==> src/rtl/cache_lru_ctrl.sv <==
// cache_lru_ctrl: request sequencer for an N-way set-associative cache.
// Takes one CPU request at a time through lookup, optional dirty-victim
// write-back, line fill, replay and LRU age update, and drives the memory-side
// request/acknowledge handshake.
//
// Build option: define CACHE_WB_EN for a write-back cache. Dirty victims are
// then evicted before the fill, and write hits complete in UPDATE. Without it
// the cache is write-through: the dirty flags are ignored, and every write goes
// through WT and waits for mem_ack before it completes.
//
// state  | meaning
// -------+--------------------------------------------------------------
// IDLE   | ready for a request; captures opcode/address/data on handshake
// LOOKUP | array access; samples hit result, ages and dirty flags
// EVICT  | writes the dirty victim back to memory, waits for mem_ack
// FILL   | fetches the line into the victim way, waits for mem_ack
// REPLAY | re-issues the array read/write into the freshly filled way
// UPDATE | one-cycle LRU age update of the selected way
// WT     | write-through of the write to memory, waits for mem_ack

module cache_lru_ctrl #(
   parameter int WAYS   = 4,
   parameter int AGE_W  = $clog2(WAYS),
   parameter int ADDR_W = 32,
   parameter int DATA_W = 8
) (
   input  logic                  clk,
   input  logic                  rst_b,
   input  logic                  req_valid,
   output logic                  req_ready,
   input  logic                  req_opcode,
   input  logic [ADDR_W-1:0]     req_addr,
   input  logic [DATA_W-1:0]     req_wdata,
   output logic                  resp_valid,
   input  logic                  hit_miss,
   input  logic [WAYS-1:0]       hit_miss_set,
   input  logic [WAYS*AGE_W-1:0] ages,
   input  logic [WAYS-1:0]       dirty,
   output logic [ADDR_W-1:0]     address_word,
   output logic [DATA_W-1:0]     write_data,
   output logic                  try_read,
   output logic                  try_write,
   output logic [WAYS-1:0]       reset_age,
   output logic [WAYS-1:0]       increment_age,
   output logic                  mem_req,
   output logic                  mem_we,
   output logic [WAYS-1:0]       mem_way,
   input  logic                  mem_ack
);

   localparam int IDX_W = $clog2(WAYS);

   typedef enum logic [2:0] {
      S_IDLE   = 3'd0,
      S_LOOKUP = 3'd1,
      S_EVICT  = 3'd2,
      S_FILL   = 3'd3,
      S_REPLAY = 3'd4,
      S_UPDATE = 3'd5,
      S_WT     = 3'd6
   } state_t;

   state_t                 state_q, state_d;
   logic                   op_q, op_d;
   logic [ADDR_W-1:0]      addr_q, addr_d;
   logic [DATA_W-1:0]      wdata_q, wdata_d;
   logic [IDX_W-1:0]       way_idx_q, way_idx_d;
   logic [WAYS*AGE_W-1:0]  ages_q, ages_d;

   logic [IDX_W-1:0]       hit_idx;
   logic [IDX_W-1:0]       vic_idx;
   logic [AGE_W-1:0]       vic_age;
   logic [AGE_W-1:0]       way_age;
   logic [WAYS-1:0]        way_oh;

`ifndef CACHE_WB_EN
   // A write-through cache never evicts, so the dirty flags are not consumed.
   logic unused_dirty;
   assign unused_dirty = ^dirty;
`endif

   // Hitting way: lowest set bit of the hit vector.
   always_comb begin
      hit_idx = '0;
      for (int i = WAYS - 1; i >= 0; i--) begin
         if (hit_miss_set[i]) hit_idx = IDX_W'(i);
      end
   end

   // Victim: lowest-index way holding the maximum age (strict compare keeps the first).
   always_comb begin
      vic_idx = '0;
      vic_age = ages[AGE_W-1:0];
      for (int i = 1; i < WAYS; i++) begin
         if (ages[i*AGE_W +: AGE_W] > vic_age) begin
            vic_idx = IDX_W'(i);
            vic_age = ages[i*AGE_W +: AGE_W];
         end
      end
   end

   // Age of the selected way in the sampled age snapshot, plus its one-hot form.
   always_comb begin
      way_age = '0;
      for (int i = 0; i < WAYS; i++) begin
         if (IDX_W'(i) == way_idx_q) way_age = ages_q[i*AGE_W +: AGE_W];
      end
      way_oh = WAYS'(1) << way_idx_q;
   end

   // Next-state and capture logic.
   always_comb begin
      state_d   = state_q;
      op_d      = op_q;
      addr_d    = addr_q;
      wdata_d   = wdata_q;
      way_idx_d = way_idx_q;
      ages_d    = ages_q;
      case (state_q)
         S_IDLE: begin
            if (req_valid) begin
               op_d    = req_opcode;
               addr_d  = req_addr;
               wdata_d = req_wdata;
               state_d = S_LOOKUP;
            end
         end
         S_LOOKUP: begin
            ages_d = ages;
            if (hit_miss) begin
               way_idx_d = hit_idx;
               state_d   = S_UPDATE;
            end else begin
               way_idx_d = vic_idx;
`ifdef CACHE_WB_EN
               state_d   = dirty[vic_idx] ? S_EVICT : S_FILL;
`else
               state_d   = S_FILL;
`endif
            end
         end
         S_EVICT: begin
            if (mem_ack) state_d = S_FILL;
         end
         S_FILL: begin
            if (mem_ack) state_d = S_REPLAY;
         end
         S_REPLAY: begin
            state_d = S_UPDATE;
         end
         S_UPDATE: begin
`ifdef CACHE_WB_EN
            state_d = S_IDLE;
`else
            state_d = op_q ? S_WT : S_IDLE;
`endif
         end
         S_WT: begin
            if (mem_ack) state_d = S_IDLE;
         end
         default: state_d = S_IDLE;
      endcase
   end

   // State and captured request registers.
   always_ff @(posedge clk or negedge rst_b) begin
      if (!rst_b) begin
         state_q   <= S_IDLE;
         op_q      <= 1'b0;
         addr_q    <= '0;
         wdata_q   <= '0;
         way_idx_q <= '0;
         ages_q    <= '0;
      end else begin
         state_q   <= state_d;
         op_q      <= op_d;
         addr_q    <= addr_d;
         wdata_q   <= wdata_d;
         way_idx_q <= way_idx_d;
         ages_q    <= ages_d;
      end
   end

   // Output decode from state and captured registers; only the WT response looks at mem_ack.
   always_comb begin
      req_ready     = 1'b0;
      resp_valid    = 1'b0;
      try_read      = 1'b0;
      try_write     = 1'b0;
      reset_age     = '0;
      increment_age = '0;
      mem_req       = 1'b0;
      mem_we        = 1'b0;
      mem_way       = '0;
      case (state_q)
         S_IDLE: req_ready = 1'b1;
         S_LOOKUP, S_REPLAY: begin
            try_read  = ~op_q;
            try_write = op_q;
         end
         S_EVICT: begin
            mem_req = 1'b1;
            mem_we  = 1'b1;
            mem_way = way_oh;
         end
         S_FILL: begin
            mem_req = 1'b1;
            mem_way = way_oh;
         end
         S_UPDATE: begin
            reset_age = way_oh;
            for (int i = 0; i < WAYS; i++) begin
               increment_age[i] = (ages_q[i*AGE_W +: AGE_W] < way_age);
            end
`ifdef CACHE_WB_EN
            resp_valid = 1'b1;
`else
            resp_valid = ~op_q;
`endif
         end
         S_WT: begin
            mem_req    = 1'b1;
            mem_we     = 1'b1;
            mem_way    = way_oh;
            resp_valid = mem_ack;
         end
         default: ;
      endcase
   end

   assign address_word = addr_q;
   assign write_data   = wdata_q;

endmodule

==> config.mk <==
export PLATFORM = sky130hd
export DESIGN_NAME = cache_lru_ctrl
export DESIGN_NICKNAME = d
export VERILOG_FILES = /design/src/rtl/cache_lru_ctrl.sv
export SDC_FILE = /design/constraint.sdc
export NUM_CORES = 1
export LEC_CHECK = 0
export CAP_MARGIN = 10
export CORE_MARGIN = 3
export CORE_UTILIZATION = 43
export DETAILED_ROUTE_END_ITERATION = 10
export PLACE_DENSITY = 0.83
export RECOVER_POWER = 25
export SYNTH_ARGS = -nofsm -noshare
export SYNTH_HDL_FRONTEND = slang
export SYNTH_SLANG_ARGS = --single-unit
==> constraint.sdc <==
create_clock -name clk -period 4.04 [get_ports clk]
set_input_delay 0.606 -clock clk [delete_from_list [all_inputs] [get_ports clk]]
set_output_delay 0.606 -clock clk [all_outputs]
set_load 0.02 [all_outputs]
# Word-level counts from Yosys, hierarchy flattened

Cells that the tools add are included.

Register bits after elaboration: 54
Latch bits: 0
RAM bits: 0
ROM bits: 0
Input port bits: 62
Output and inout bits: 58
Memories kept: 0

Add/sub/neg operators: 0
$mul: 0
Divide/modulo/power cells: 0
Order comparisons: 7
Equality and inequality tests: 13
Shift-type cells: 1
Muxes and demuxes: 30
Bitwise gates (word level): 1
Reduce and logical (&&, ||, !) cells: 7

Operators by type and width:

| cell                | count |
|---|---|
| $mux 2              | 13 |
| $pmux 3 s7          | 1 |
| $mux 3              | 6 |
| $mux 4              | 3 |
| $eq 3x3->1 const B  | 3 |
| $lt 2x2->1          | 4 |
| $ne 2x2->1 const B  | 4 |
| $eq 3x2->1 const B  | 2 |
| $gt 2x2->1          | 3 |
| $mux 1              | 6 |
| $eq 2x2->1 const A  | 2 |
| $reduce_and 4->1    | 1 |
| $reduce_or 2->1     | 2 |
| $shl 1x2->4 const A | 1 |
| $eq 3x1->1 const B  | 1 |
| $logic_not 3->1     | 1 |
| $reduce_or 3->1     | 1 |
| $eq 1x2->1 const A  | 1 |
| $logic_not 2->1     | 1 |
| $pmux 1 s2          | 1 |
| $reduce_and 2->1    | 1 |
| $not 1->1           | 1 |

# Longest topological paths before layout

Depth after elaboration: 7
Depth in mapped cells: 14

# Worst setup path after synthesis

OpenSTA, ideal clock, no wires.

Kind: input -> register
Start point: in ages[1]
End point: reg way_idx_q[0]
Setup time: 0.120 ns
Arrival: 3.034 ns
Data required time: 3.920 ns
Setup slack: 0.886 ns
Stages: 13
Path buffers: 0
Cell sequence: inv_1 ha_1 o22ai_1 mux2_2 ha_1 inv_1 o22ai_1 mux2_2 ha_1 nand2_1 o21ai_0 o211ai_1 a31o_2

Longest elaborated chain between the ends: 7
Elaborated cells on any way between the ends: 9

RTL lines:

| what                 | RTL line | text |
|---|---|---|
| from (decl)          | 37       | `input logic [WAYS*AGE_W-1:0] ages,` |
| $gt 2x2->1           | 95       | `if (ages[i*AGE_W +: AGE_W] > vic_age) begin` |
| $mux 2               | 95       |  |
| $gt 2x2->1           | 95       |  |
| $mux 2               | 95       |  |
| $gt 2x2->1           | 95       |  |
| $mux 2 (*)           | 95       |  |
| $mux 2 (*)           | 130      | `if (hit_miss) begin` |
| to (signal assigned) | 179      | `way_idx_q <= way_idx_d;` |
| to (decl)            | 67       | `logic [IDX_W-1:0] way_idx_q, way_idx_d;` |

Every way passes the cells marked *; elsewhere a longest branch is shown, timed or not.
A chain may end at the register's enable or synchronous reset.

# Final worst setup path

Ends and elaborated chain as after synthesis.

==> results.txt <==
----------------------------------------------------
[Clock tree]
  Num CTS Buffers ... 5
  Cell at the root of the clock tree ... clkbuf_8
  Clock tree buffer depth ... 2
  TritonCTS clock tree ... yes
  Depth of the CTS H-tree ... 2
  Clock transition at the registers of the reported paths ... 0.10 ns
  Clk sinks ... 54
  Cts hold-fix bufs ... 0
  Number of gates given a new drive strength after cts ... 0
  Post-CTS repair timing setup buffer count ... 0
  Clock network latency to the later pin of the worst-skew pair ... 0.30 ns

[Pwr]
  Pwr Total ... 0.002989 W
  Leakage power ... 1.658 nW
  Peak VDD IR ... 0.4161 mV
  Total power density per cell area ... 761.5 nW/um^2

[Worst setup path]
  Biggest cell delay along the critical path ... 0.49 ns
  Setup CP Type ... input port to register
  Data required time at the worst endpoint ... 4.24 ns
  Cell type with the highest occurrence count on the critical path ... ha_1
  Critical path, cell by cell ... clkdlybuf4s50_1 -> inv_1 -> ha_1 -> nor2_1 -> o22ai_1 -> mux2_2 -> ha_1 -> inv_1 -> o22ai_1 -> mux2_2 -> ha_1 -> nand2_1 -> o21ai_0 -> o211ai_1 -> a31o_2
  Critical path fanouts, max ... 2
  Endpoint class of the critical path ... register
  Worst Setup Start Kind ... input port
  Endpoint arrival time on the critical path ... 3.79 ns
  R2R Setup Slk ... 1.81 ns
  Cell type of the slowest stage on the worst timing path ... clkdlybuf4s50_1
  Worst r2r src ... state_q[1]
  Capturing point of the worst reg2reg path ... address_word[24]
  Sum of buffers and inverters on the critical path ... 3
  Cell family with the largest share of critical-path delay ... compound AO/OA/AOI/OAI gates
  Number of cells on the worst reg-to-reg path ... 3

[Layout]
  # fillers ... 451
  Share of layout cells above drive strength 1 ... 7.034%
  Area of the multi-input gates ... 1171 sq um
  FF+latch area ... 1351 sq um
  Final design instance area without fill ... 3925 sq um
  Nets ... 400
  Number of diodes ... 0
  Growth of design area from synthesis to finish ... 47.83%

[Global routing]
  Tot GR Track Use ... 17.49%
  Vias in the first global route ... 2022
  Initial antenna violation count ... 0
  First-pass GRT wire length ... 10140 um
  Maximum number of pins on one net before global-route repair ... 55
  Overflow after GRT ... 0

[Die]
  FP Rows ... 27
  Core region area ... 5743 sq um
  Number of primary I/O pins ... 120
  Overall die height ... 84.58 um
  Horizontal extent of the die ... 84.58 um
  Starting density of the core ... 46.23%
  Die Outline Area ... 7154 sq um

[Timing]
  Setup repair after global routing missed its margin ... false
  Fin Setup TNS ... 0 ns
  Worst slack on hold paths ... 0.4936 ns
  Final worst slack ... 0.4557 ns
  Max transition margin ... -94.65%
  Total count of max-transition violations in the final report ... 55
  Crit path time final ... 3.584 ns
  Least-Margin Pin Slew ... 2.920 ns
  # setup viols final ... 0
  Final worst-path cycle share ... 88.72%
  Total count of hold-check failures in the final report ... 0
  Fmax achieved ... 0.2790 GHz
  Clock Skews ... 0.001930 ns

[Synthesis]
  Share of the yosys chip area belonging to registers ... 50.90%
  Dominant synthesized flop cell ... dfrtp_1
  Most repeated cell in the gate-level netlist after synthesis ... dfrtp_1
  Synth area leader ... dfrtp_1
  Unique masters post-synth ... 35
  Syn Area/Cell ... 12.35 sq um
  Post-synth top cells ... 54 x dfrtp_1, 40 x mux2_1, 14 x inv_1, 12 x ha_1, 12 x nor2_1
  Post-Syn Nets ... 289
  Number of synthesized flops with an enable pin ... 0
  Synth area leaders ... dfrtp_1 51%, mux2_1 17%, ha_1 5.7%, mux2_2 4.2%, inv_1 2.0%
  Flip-flop and latch count after synthesis ... 54
  Share of Yosys cell area claimed by the top area cell type ... 50.90%
  Cell count after synthesis ... 215
  Cell area after synthesis ... 2655 sq um
  Async set-reset flop share out of synthesis ... 100.0%
  Yosys Warn Count ... 0

[Placement]
  Placer congestion estimate ... 0.7657
  Dpl ws ... 0.1479 ns
  Count of port buffers added during placement ... 115
  Instance area after placement ... 3819 sq um
  HPWL after detailed placement ... 4733 um

[Route]
  DR iter-0 viols ... 41
  Remaining routing DRC violations ... 0
  Average wire length per cell after detail routing ... 15.39 um
  ANT nets after route ... 0
  Vias/cell ... 4.987
  Routed vias ... 1990
  DRT Wirelength ... 6139 um
  Number of iterations in the first detailed-routing pass ... 4

[Hold path]
  Launch instance of the worst min-delay path ... write_data[3]
  Min-Delay Path Depth ... 1
  Worst min path class ... register to register
  End point of the worst hold path ... write_data[3]

[Run status]
  Run status ... complete, but fails checks
  Violated checks ... capacitance limit, slew limit

[Flow run]
  Number of max-cap violations ... 1

----------------------------------------------------
metrics by stage:
step	utilization (%)	instances
after floorplan	-	215
after CTS	68.41	399
final	68.34	399
after global placement	66.49	391
after detailed placement	66.49	391
after global routing	68.34	399
layout by cell type (no fill, tap or decap), types with 2 or more instances in the layout:
master           instances
clkdlybuf4s50_1        114
mux2i_1                  3
nand2b_1                 4
ha_1                    12
nor3_1                   3
o22a_1                   2
dfrtp_1                 54
clkbuf_1                 2
mux2_2                  10
o22ai_1                  3
a211oi_1                 4
xnor2_1                  2
mux2_1                  40
nor2_1                  12
a21oi_1                  4
clkbuf_8                 5
inv_1                   14
nor2b_1                  5
nand2_1                  9
o21ai_0                  7
power by group:
group | switching (W) | internal, W | total, W
combinational | 0.000749 | 0.000838 | 0.00159
sequential | 0.000221 | 0.000816 | 0.00104
clock | 0.000179 | 0.000185 | 0.000364
total | 0.00115 | 0.00184 | 0.00299
routing by layer:
layer / vias to the layer above / wire length [um] / global-route usage, %
li1: 972 / - / -
met1: 946 / 2648 / 21.90
met2: 66 / 3102 / 30.96
met3: 6 / 320 / 3.140
met4: 0 / 67 / 4.748
met5: - / 0 / 0
cell families (layout without fill, tap and decap cells):
group,Yosys count,in the layout,synth area share (%)
DFF,54,54,50.90
AOI/OAI and AO/OA,27,27,6.693
buffers and inverters,26,138,5.042
xor gates and xnor gates,2,2,0.6599
muxes,54,54,23.19
adders and majority gates,13,13,6.032
and+or+nand+nor,39,39,7.493
sequential cells by signal, indices dropped and copies added (netlist names):
| register | count |
|---|---|
| way_idx_q | 2 |
| address_word | 32 |
| write_data | 8 |
| ages_q | 8 |
| op_q | 1 |
| state_q | 3 |
cell type report:
| class | count | area share [%] |
|---|---|---|
| clock buffers | 6 | 1.849 |
| clock inverters | 2 | 0.9563 |
| inverters | 14 | 1.339 |
| multi-input cells | 135 | 29.84 |
| flip-flops and latches | 54 | 34.43 |
| well taps | 72 | 2.295 |
| repair buffers | 116 | 29.30 |
how the worst max path moves through the flow:
stage / startpoint / endpoint / cells past startpoint
finish: ages[1] / way_idx_q[0] / 15
global route: ages[1] / way_idx_q[0] / 15
CTS: ages[1] / way_idx_q[0] / 15
detailed placement: ages[1] / way_idx_q[0] / 15
global placement: ages[2] / way_idx_q[0] / 15
floorplan: ages[1] / way_idx_q[0] / 13
Note: power is estimated with default switching activity, not from simulation.
